`config.mk`:
```
export PLATFORM = sky130hd
export DESIGN_NAME = adder_seq_ctrl
export DESIGN_NICKNAME = d
export VERILOG_FILES = /design/src/rtl/adder_seq_ctrl.sv
export SDC_FILE = /design/constraint.sdc
export NUM_CORES = 1
export LEC_CHECK = 0
export CORE_MARGIN = 2
export CORE_UTILIZATION = 30
export CTS_CLUSTER_SIZE = 25
export DETAILED_ROUTE_END_ITERATION = 10
export SKIP_LAST_GASP = 1
export SYNTH_ARGS = -nofsm -noshare
export SYNTH_HDL_FRONTEND = slang
export SYNTH_HIERARCHICAL = 1
export SYNTH_SLANG_ARGS = --single-unit
```
`constraint.sdc`:
```
create_clock -name clk -period 7.8 [get_ports clk]
set_input_delay 1.95 -clock clk [delete_from_list [all_inputs] [get_ports clk]]
set_output_delay 1.95 -clock clk [all_outputs]
set_load 0.02 [all_outputs]
```
`src/rtl/adder_seq_ctrl.sv`:
```
// rtl/adder_seq_ctrl.sv - nibble-serial adder: one 4-bit ripple slice reused NIBBLES times per operation
// Accepts one operand pair in IDLE, ripples LSB nibble first through RUN, holds the result in DONE.

module adder_seq_fa (
  input  logic a,
  input  logic b,
  input  logic ci,
  output logic s,
  output logic co
);
  assign s  = a ^ b ^ ci;
  assign co = (a & b) | (ci & (a ^ b));
endmodule

module adder_seq_rca4 (
  input  logic [3:0] a,
  input  logic [3:0] b,
  input  logic       ci,
  output logic [3:0] s,
  output logic       co
);
  logic [4:0] c;

  assign c[0] = ci;
  assign co   = c[4];

  for (genvar i = 0; i < 4; i++) begin : g_fa
    adder_seq_fa u_fa (
      .a  (a[i]),
      .b  (b[i]),
      .ci (c[i]),
      .s  (s[i]),
      .co (c[i+1])
    );
  end
endmodule

module adder_seq_ctrl #(
  parameter int NIBBLES = 4
) (
  input  logic                 clk,
  input  logic                 rst_n,
  input  logic                 in_valid,
  output logic                 in_ready,
  input  logic [4*NIBBLES-1:0] a,
  input  logic [4*NIBBLES-1:0] b,
  input  logic                 cin,
  output logic                 out_valid,
  input  logic                 out_ready,
  output logic [4*NIBBLES-1:0] sum,
  output logic                 cout,
  output logic                 busy
);
  localparam int W  = 4 * NIBBLES;
  localparam int IW = $clog2(NIBBLES);

  localparam logic [1:0] IDLE = 2'd0;
  localparam logic [1:0] RUN  = 2'd1;
  localparam logic [1:0] DONE = 2'd2;

  localparam logic [IW-1:0] LAST_IDX = IW'(NIBBLES - 1);

  logic [1:0]    state;
  logic [W-1:0]  a_q;
  logic [W-1:0]  b_q;
  logic [W-1:0]  sum_q;
  logic [IW-1:0] idx;
  logic          carry;
  logic          cout_q;
  logic          out_valid_q;

  logic [3:0]    a_sl;
  logic [3:0]    b_sl;
  logic [3:0]    s_sl;
  logic          c_sl;

  // {idx,2'b00} is idx*4, the bit offset of the active nibble
  assign a_sl = a_q[{idx, 2'b00} +: 4];
  assign b_sl = b_q[{idx, 2'b00} +: 4];

  adder_seq_rca4 u_slice (
    .a  (a_sl),
    .b  (b_sl),
    .ci (carry),
    .s  (s_sl),
    .co (c_sl)
  );

  always_ff @(posedge clk) begin
    if (!rst_n) begin
      state       <= IDLE;
      a_q         <= '0;
      b_q         <= '0;
      sum_q       <= '0;
      idx         <= '0;
      carry       <= 1'b0;
      cout_q      <= 1'b0;
      out_valid_q <= 1'b0;
    end else begin
      case (state)
        IDLE: begin
          if (in_valid) begin
            a_q   <= a;
            b_q   <= b;
            carry <= cin;
            idx   <= '0;
            sum_q <= '0;
            state <= RUN;
          end
        end
        RUN: begin
          sum_q[{idx, 2'b00} +: 4] <= s_sl;
          carry                    <= c_sl;
          if (idx == LAST_IDX) begin
            idx         <= '0;
            cout_q      <= c_sl;
            out_valid_q <= 1'b1;
            state       <= DONE;
          end else begin
            idx <= idx + 1'b1;
          end
        end
        DONE: begin
          // retiring edge goes to IDLE only, so a new operand waits one more cycle
          if (out_ready) begin
            out_valid_q <= 1'b0;
            state       <= IDLE;
          end
        end
        default: begin
          out_valid_q <= 1'b0;
          state       <= IDLE;
        end
      endcase
    end
  end

  assign in_ready  = (state == IDLE);
  assign busy      = (state == RUN) || (state == DONE);
  assign out_valid = out_valid_q;
  assign sum       = sum_q;
  assign cout      = cout_q;
endmodule

```
==> results by group, run 1 <==
Routing
  – DRT Pass-1 Iters: 4
  – Routed Antenna Nets: 0
  – Routed Wire Length: 5846 um
  – DR vias: 2,059
  – Initial drt markers: 93
  – Vias per inst: 4.680
  – Routed length per instance: 13.29 um
  – DRC: 0

Synthesis
  – Async set or reset register ratio after synthesis: 0%
  – Synth top area share: 42.02%
  – Synth Register Bits: 55
  – Synth warnings: 6
  – Sequential share of the synthesized area: 42.02%
  – Post-synth EDFFs: 0
  – Top_reg_cell synth: dfxtp_1
  – Cell variety after synth: 45
  – Cell count after synthesis: 284
  – Synthesized Nets: 334
  – Mapped Avg Cell Area: 9.225 sq um
  – Area contributors post-synth: dfxtp_1 (42%), nand2_1 (12%), mux4_2 (6.9%)
  – Cell taking the most area after synthesis: dfxtp_1
  – Area of the mapped netlist: 2620 sq um

Global routing
  – Vias in the first global route: 2,157
  – M1 GR Usage: 15.17%
  – Layer with the highest usage: met2
  – Initial antenna violation count: 0
  – Grt met2 use: 22.12%
  – Global route overflow: 0
  – Largest net degree at the start of global routing: 53
  – Global-route wire length before repair: 9784 um
  – Global-route usage over all layers: 12.38%
  – Met3 GRT Util: 2.662%

Critical path
  – CP Capture Type: output port
  – Critical path, cell by cell: inv_1, ha_1, clkdlybuf4s50_1
  – Crit path launch: state[0]
  – CP arrival: 1770 ps
  – CP max-delay cell: clkdlybuf4s50_1
  – Worst path max stage delay: 670 ps
  – Worst reg2reg startpoint: idx[0]
  – WP data required: 5850 ps
  – Worst path top cell family by delay: buffers and inverters
  – CP Class: register to output port
  – Buf+Inv Stages, Crit Path: 2
  – Crit Path Max Fanout: 9
  – CP Launch Type: register

Clocking
  – Depth of the CTS H-tree: 2
  – Worst-skew pair later-pin latency: 310 ps
  – CTS tree: yes
  – CTS hold repair buffers: 0
  – Clk buf depth: 2
  – Gates resized, CTS repair: 0
  – Worst-path clk slew: 100 ps
  – Sink Count: 55
  – Total CTS buffers: 5
  – Setup bufs post-CTS: 0
  – Root Driver: clkbuf_8

Die
  – Die extent in x: 97.45 um
  – Die Ht: 97.45 um
  – Initial Util: 30.49%
  – Core ar.: 8593 sq um
  – # rows: 34
  – Full die area: 9497 sq um
  – Top-level I/O count: 57

Timing
  – RSZ-0062 raised after global routing: false
  – Setup Skew: 13.89 ps
  – Min Tclk post-route: 3718 ps
  – F_max: 269.0 MHz
  – Min Hold Slack: 457.7 ps
  – Final Max Slew Viols: 0
  – Final Hold Violating Endpoints: 0
  – Slew HR: 28.76%
  – Final Setup Violations: 0
  – Final period util: 47.66%
  – Slew of the pin with the lowest slew margin: 1069 ps
  – Setup TNS: 0 ps

Power
  – Switch Pwr: 202.2 uW
  – Leak pwr: 0.001199 uW
  – Clock power share: 24.5%
  – Seq pwr share: 48.4%
  – Pwr Density: 193.5 nW/um^2
  – Total power: 644.7 uW
  – Total internal power: 442.5 uW
  – Sw frac: 31.36%
  – Comb pwr share: 27.1%
  – Max IR drop VDD: 0.00007574 V

Place
  – DP Area: 3244 sq um
  – HPWL Detailed: 4250 um
  – GP Congestion: 0.7484
  – PortBufs: 56

Layout
  – Finished Cell Area: 3331 sq um
  – Nets: 382
  – Most common cell after layout, fill and taps aside: nand2_1
  – Syn-to-layout area delta: 27.12%
  – Proportion of layout cells with a drive suffix above 1: 7.530%
  – Most frequent cells in the layout: nand2_1 (81), clkdlybuf4s50_1 (56), dfxtp_1 (55)
  – Ant. Diodes: 0

Flow run
  – Max Cap Viol: 0

Outcome
  – Status: finished clean

Hold path
  – HP Start: b_q[5]
  – Hold Crit Class: register to register
worst reg2reg max path, stage by stage, from the launching register on:
cell	delay [ps]
dfxtp_1	320
buf_4	250
mux4_2	580
fa_1	450
fa_1	390
fa_1	430
fa_1	570
nand4_1	140
nor4_1	250
o21bai_1	150
layer usage:
| layer | share of wire, % | up-vias |
|---|---|---|
| li1 | - | 1081 |
| met1 | 46 | 936 |
| met2 | 50 | 38 |
| met3 | 3.8 | 4 |
| met4 | 0.75 | 0 |
| met5 | 0 | - |
state kept, by name (all words and copies together), names as in the netlist:
signal     cells
a_q           16
b_q           16
sum           16
idx            2
state          2
carry          1
cout           1
out_valid      1
path summary, 6_finish.rpt:
kind              endpoint  slack, ps  depth (start not counted)
setup / recovery  in_ready       4080                          3
hold / removal      b_q[5]        460                          2
setup reg to reg    sum[7]       4200                          9
hold reg to reg     b_q[5]        460                          2
per-stage QoR:
stage,utilization (%),cells,setup WS (ps)
2_1_floorplan,-,284,4471
5_1_grt,38.76,440,3926
6_report,38.76,440,4082
3_3_place_gp,37.75,433,3920
3_5_place_dp,37.75,433,3829
4_1_cts,38.76,440,4067
synth_stat cells (all sizes together), types with 2 or more instances:
cell type  instances
or3b               2
nand3              5
nor3               2
nand2b             3
mux4               8
ha                 9
nand4              8
clkbuf             8
a21boi            19
nor4               3
mux2i             10
and2               2
o22ai              2
nor2               2
a21oi             15
inv                7
buf                9
o21a               2
nor2b              5
nor4bb             2
a31o               4
fa                 4
dfxtp             55
o21ai              3
nand2             81
and4               2
kinds of logic (layout without fill, tap and decap cells):
kind of cell | count (synthesis) | in the layout | share of synthesized area, %
simple gates | 121 | 121 | 21.73
flops | 55 | 55 | 42.02
compound gates | 51 | 51 | 13.18
buf+inv | 25 | 73 | 4.441
mux | 19 | 19 | 11.27
fa+ha+maj | 13 | 13 | 7.355
cell type report:
cell class | instances | area, sq um
Clock buffer | 5 | 68.82
Clock inverter | 2 | 17.52
Fill cell | 907 | 5263
Inverter | 8 | 30.03
Multi-Input combinational cell | 204 | 1403
Sequential cell | 55 | 1101
Tap cell | 108 | 135.1
Timing Repair Buffer | 58 | 575.6
power by group through the flow:
stage                     logic, uW  clock network [uW]  registers [uW]
final                           175                 158             312
after global routing            193                 175             315
after CTS                       176                 163             313
after detailed placement        176                   0             319
after global placement          174                   0             318
after floorplan                 123                   0             318
Power figures use the tool's default switching activity.
==> run 2, diff against run 1 <==
==> constraint.sdc (replaced) <==
create_clock -name clk -period 3.9 [get_ports clk]
set_input_delay 0.975 -clock clk [delete_from_list [all_inputs] [get_ports clk]]
set_output_delay 0.975 -clock clk [all_outputs]
set_load 0.02 [all_outputs]
==> run 2 against run 1 <==
  * Via count up 2.6%
  * Sequential power increased by 100%
  * Global-route usage down 0.33 points
  * Critical path depth increased by 5
  * Die area is the same
  * Core utilization increased by 0.58 points
  * First-iteration DRC count down 16%
  * Combinational power is 98% higher
  * Cell count increased by 0.91%
  * Clock-buffer cell count unchanged
  * Clock skew decreased by 8.8 ps
  * Largest power group unchanged
==> results by group, run 2 (synthesis results as in run 1) <==
Outcome
  – Status: finished clean

Clocking
  – Root Driver: clkbuf_8
  – Sink Count: 55
  – CTS hold repair buffers: 0
  – Total CTS buffers: 5
  – Gates resized, CTS repair: 0
  – Depth of the CTS H-tree: 2
  – Worst-skew pair later-pin latency: 310 ps
  – Worst-path clk slew: 90 ps
  – Setup bufs post-CTS: 0
  – CTS tree: yes
  – Clk buf depth: 2

Critical path
  – CP max-delay cell: mux4_2
  – WP data required: 4140 ps
  – Worst Reg-to-Reg Cells: 8
  – Worst flop-to-flop path endpoint: sum[7]
  – Worst reg2reg startpoint: idx[0]
  – Worst path max stage delay: 580 ps
  – Cell mode on critical path: fa_1
  – CP Class: register to register
  – CP arrival: 3760 ps
  – Critical path, cell by cell: mux4_2, fa_1, fa_1, fa_1, fa_1, nand4_1, nor4_1, o21bai_1
  – CP Capture Type: register
  – CP Launch Type: register
  – Reg-to-reg slack, setup: 380 ps
  – Crit Path Max Fanout: 6

Die
  – Die extent in x: 97.45 um
  – Top-level I/O count: 57
  – Initial Util: 30.49%
  – Die Ht: 97.45 um
  – # rows: 34
  – Full die area: 9497 sq um
  – Core ar.: 8593 sq um

Power
  – Total power: 1342 uW
  – Clock power share: 27.3%
  – Pwr Density: 396.9 nW/um^2
  – Sw frac: 29.26%
  – Switch Pwr: 392.6 uW
  – Seq pwr share: 46.9%
  – Comb pwr share: 25.8%
  – Max IR drop VDD: 0.0001784 V
  – Leak pwr: 0.001224 uW
  – Total internal power: 949.3 uW

Timing
  – F_max: 284.1 MHz
  – Slew of the pin with the lowest slew margin: 552.1 ps
  – Final Setup Violations: 0
  – RSZ-0062 raised after global routing: false
  – Setup TNS: 0 ps
  – Final Max Slew Viols: 0
  – Final period util: 90.25%
  – Final Hold Violating Endpoints: 0
  – Min Tclk post-route: 3520 ps
  – Slew HR: 63.19%
  – Setup Skew: 5.067 ps

Global routing
  – Initial antenna violation count: 0
  – Global-route wire length before repair: 9501 um
  – Global-route usage over all layers: 12.05%
  – Global route overflow: 0
  – Vias in the first global route: 2,046
  – Largest net degree at the start of global routing: 34

Hold path
  – Hold Crit Depth: 2
  – HP Start: b_q[15]
  – Hold Path End: b_q[15]
  – Hold Crit Class: register to register

Layout
  – Proportion of layout cells with a drive suffix above 1: 8.631%
  – Util after Layout: 39.34%
  – Syn-to-layout area delta: 29.04%
  – Most frequent cells in the layout: nand2_1 (81), clkdlybuf4s50_1 (56), dfxtp_1 (55)
  – Ant. Diodes: 0
  – Most common cell after layout, fill and taps aside: nand2_1
  – Nets: 386
  – Fillers: 871

Routing
  – DR vias: 2,112
  – Initial drt markers: 78
  – Vias per inst: 4.757
  – DRT Pass-1 Iters: 4
  – Routed Wire Length: 5725 um
  – DRC: 0
  – Routed length per instance: 12.89 um
  – Routed Antenna Nets: 0

Place
  – HPWL Detailed: 4332 um
  – PortBufs: 56
  – GP Congestion: 0.7848

Flow run
  – Max Cap Viol: 0
-- run 2: layout make-up --
class,instances,area (sq um),share of cell area [%]
Clock inverter,2,37.54,1.110
Sequential cell,55,1101,32.57
Multi-Input combinational cell,204,1403,41.49
Timing Repair Buffer,62,605.6,17.91
Tap cell,108,135.1,3.997
Clock buffer,5,68.82,2.036
Inverter,8,30.03,0.8882
-- run 2: critical path: cells and delay by family (launching register included) --
kind	cells	cell delay, ps
multiplexers	1	580
AND/OR/NAND/NOR	2	380
adder cells (fa/ha/maj)	4	1800
AO/OA/AOI/OAI	1	150
flip-flops	1	550
-- run 2: worst max path at each step --
stage                    to  depth (start not counted)  slack (ps)   start
floorplan           sum[11]                          9         570  idx[0]
global placement    sum[11]                          8         530  idx[0]
detailed placement   sum[7]                          8         440  idx[0]
CTS                  sum[7]                          8         400  idx[0]
global route         sum[7]                          8         160  idx[0]
finish               sum[7]                          8         380  idx[0]
-- run 2: metal layers --
metal	track usage, %	up-vias	share of wire, %
li1	-	1087	-
met1	15.20	978	48
met2	20.69	40	47
met3	2.230	7	3.7
met4	4.167	0	1.4
met5	0	-	0
-- run 2: through the flow --
stage / cell area [sq um] / instances / hold slack, ps / setup WS (ps)
floorplan: 2620 / 284 / 431.9 / 570.7
global placement: 3274 / 437 / 444.7 / 531.0
detailed placement: 3274 / 437 / 443.1 / 435.1
CTS: 3381 / 444 / 456.6 / 404.4
global route: 3381 / 444 / 482.4 / 164.1
finish: 3381 / 444 / 456.1 / 380.1
-- run 2: power by group through the flow --
stage                     combinational (uW)  clock, uW  sequential [uW]
after floorplan                          247          0              636
after global placement                   346          0              643
after detailed placement                 347          0              643
after CTS                                349        375              630
after global routing                     382        392              635
final                                    347        366              629
==> run 3, diff against run 2 <==
==> constraint.sdc (replaced) <==
create_clock -name clk -period 3.4 [get_ports clk]
set_input_delay 0.85 -clock clk [delete_from_list [all_inputs] [get_ports clk]]
set_output_delay 0.85 -clock clk [all_outputs]
set_load 0.02 [all_outputs]
==> run 3 against run 2 <==
  * Core utilization grew 0.47 points
  * First-iteration DRC count shrank 21%
  * Power grew 16%
  * Clock-buffer cell count is the same
  * Global-route usage grew 0.29 points
  * Final area grew 1.2%
  * Critical endpoint is now sum[11]
  * Wire length grew 3.5%
  * Maximum frequency grew 5.8%
  * Combinational power grew 18%
  * Sequential power grew 14%
==> results by group, run 3 (synthesis results as in run 1) <==
Critical path
  – CP Class: register to register
  – Reg-to-reg slack, setup: 70 ps
  – CP Launch Type: register
  – Crit path launch: idx[0]
  – Worst path top cell family by delay: adder cells
  – Critical path, cell by cell: mux4_2, fa_2, fa_2, fa_2, fa_1, nand4_1, nor4_1, a31o_2
  – CP max-delay cell: fa_1
  – Worst path max stage delay: 570 ps
  – CP Depth: 8
  – Cell mode on critical path: fa_2
  – Crit Path Max Fanout: 5
  – CP Capture Type: register
  – Worst reg2reg startpoint: idx[0]
  – CP arrival: 3580 ps
  – Worst Reg-to-Reg Cells: 8
  – WP data required: 3650 ps
  – Buf+Inv Stages, Crit Path: 0

Layout
  – Proportion of layout cells with a drive suffix above 1: 10.91%
  – Syn-to-layout area delta: 30.56%
  – Most common cell after layout, fill and taps aside: nand2_1
  – Ant. Diodes: 0
  – Nets: 389
  – Finished Cell Area: 3421 sq um
  – Most frequent cells in the layout: nand2_1 (81), clkdlybuf4s50_1 (56), dfxtp_1 (54)

Clocking
  – Sink Count: 55
  – Total CTS buffers: 5
  – Depth of the CTS H-tree: 2
  – Worst-path clk slew: 90 ps
  – Worst-skew pair later-pin latency: 310 ps
  – Clk buf depth: 2
  – CTS tree: yes
  – Root Driver: clkbuf_8
  – CTS hold repair buffers: 0

Timing
  – Final Worst Setup Slack: 74.24 ps
  – Setup Skew: 10.91 ps
  – Final Max Slew Viols: 0
  – Slew HR: 50.79%
  – Min Tclk post-route: 3326 ps
  – Final Setup Violations: 0
  – Slew of the pin with the lowest slew margin: 735.8 ps
  – F_max: 300.7 MHz
  – Final period util: 97.82%
  – Final Hold Violating Endpoints: 0

Global routing
  – Global-route usage over all layers: 12.34%
  – Largest net degree at the start of global routing: 34
  – Global-route wire length before repair: 9715 um
  – Global route overflow: 0
  – Vias in the first global route: 2,084
  – Initial antenna violation count: 0

Routing
  – Initial drt markers: 62
  – Routed Wire Length: 5925 um
  – Vias per inst: 4.817
  – DRC: 0
  – DRT Pass-1 Iters: 4
  – Routed Antenna Nets: 0
  – Routed length per instance: 13.26 um
  – DR vias: 2,153

Die
  – Core ar.: 8593 sq um
  – # rows: 34
  – Die extent in x: 97.45 um
  – Die Ht: 97.45 um
  – Top-level I/O count: 57
  – Full die area: 9497 sq um
  – Initial Util: 30.49%

Power
  – Pwr Density: 454.4 nW/um^2
  – Leak pwr: 0.001234 uW
  – Max IR drop VDD: 0.0001613 V

Place
  – HPWL Detailed: 4453 um
  – PortBufs: 56
  – DP Area: 3289 sq um
  – Placement Setup Slack: 31.41 ps
  – GP Congestion: 0.7905

Hold path
  – Hold Crit Depth: 2
  – HP Start: b_q[8]
  – Hold Crit Class: register to register

Outcome
  – Status: finished clean

Flow run
  – Max Cap Viol: 0
-- run 3: where the power goes --
group | total (uW) | switching (uW) | internal (uW)
Combinational | 410 | 221 | 189
Clock | 425 | 210 | 215
Sequential | 719 | 27.4 | 692
-- run 3: path summary, 6_finish.rpt --
check            end
max          sum[11]
min reg2reg   b_q[8]
min           b_q[8]
max reg2reg  sum[11]
-- run 3: timing repair --
| item | in CTS | in global routing |
|---|---|---|
| endpoints found under the setup margin | 0 | 2 |
| resized for setup | 0 | 6 |
| buffers inserted | 0 | 1 |
-- run 3: per-layer routing --
| metal | up-vias | track usage, % | wire [um] |
|---|---|---|---|
| li1 | 1091 | - | - |
| met1 | 1013 | 15.60 | 2749 |
| met2 | 42 | 21.11 | 2837 |
| met3 | 7 | 3.237 | 264 |
| met4 | 0 | 2.885 | 73 |
| met5 | - | 0 | 0 |
-- run 3: stage by stage --
stage	hold slack [ps]	TNS (ps)	total power (uW)	instances	util, %
detailed placement	445.0	0	1142	439	38.28
floorplan	431.9	0	1012	284	-
global placement	439.3	0	1134	439	38.28
global route	475.5	-69.02	1642	447	39.81
finish	455.8	0	1555	447	39.81
CTS	457.9	0	1561	446	39.52
-- run 3: cell type report --
cell class / instances / area, sq um
Tap cell: 108 / 135.1
Inverter: 8 / 30.03
Clock buffer: 5 / 68.82
Sequential cell: 55 / 1105
Timing Repair Buffer: 65 / 628.1
Clock inverter: 2 / 37.54
Multi-Input combinational cell: 204 / 1416
Fill cell: 872 / 5172
-- run 3: worst reg2reg max path: stages, from the launching register on --
cell	delay, ps
dfxtp_4	390
mux4_2	530
fa_2	410
fa_2	350
fa_2	380
fa_1	570
nand4_1	140
nor4_1	340
a31o_2	160
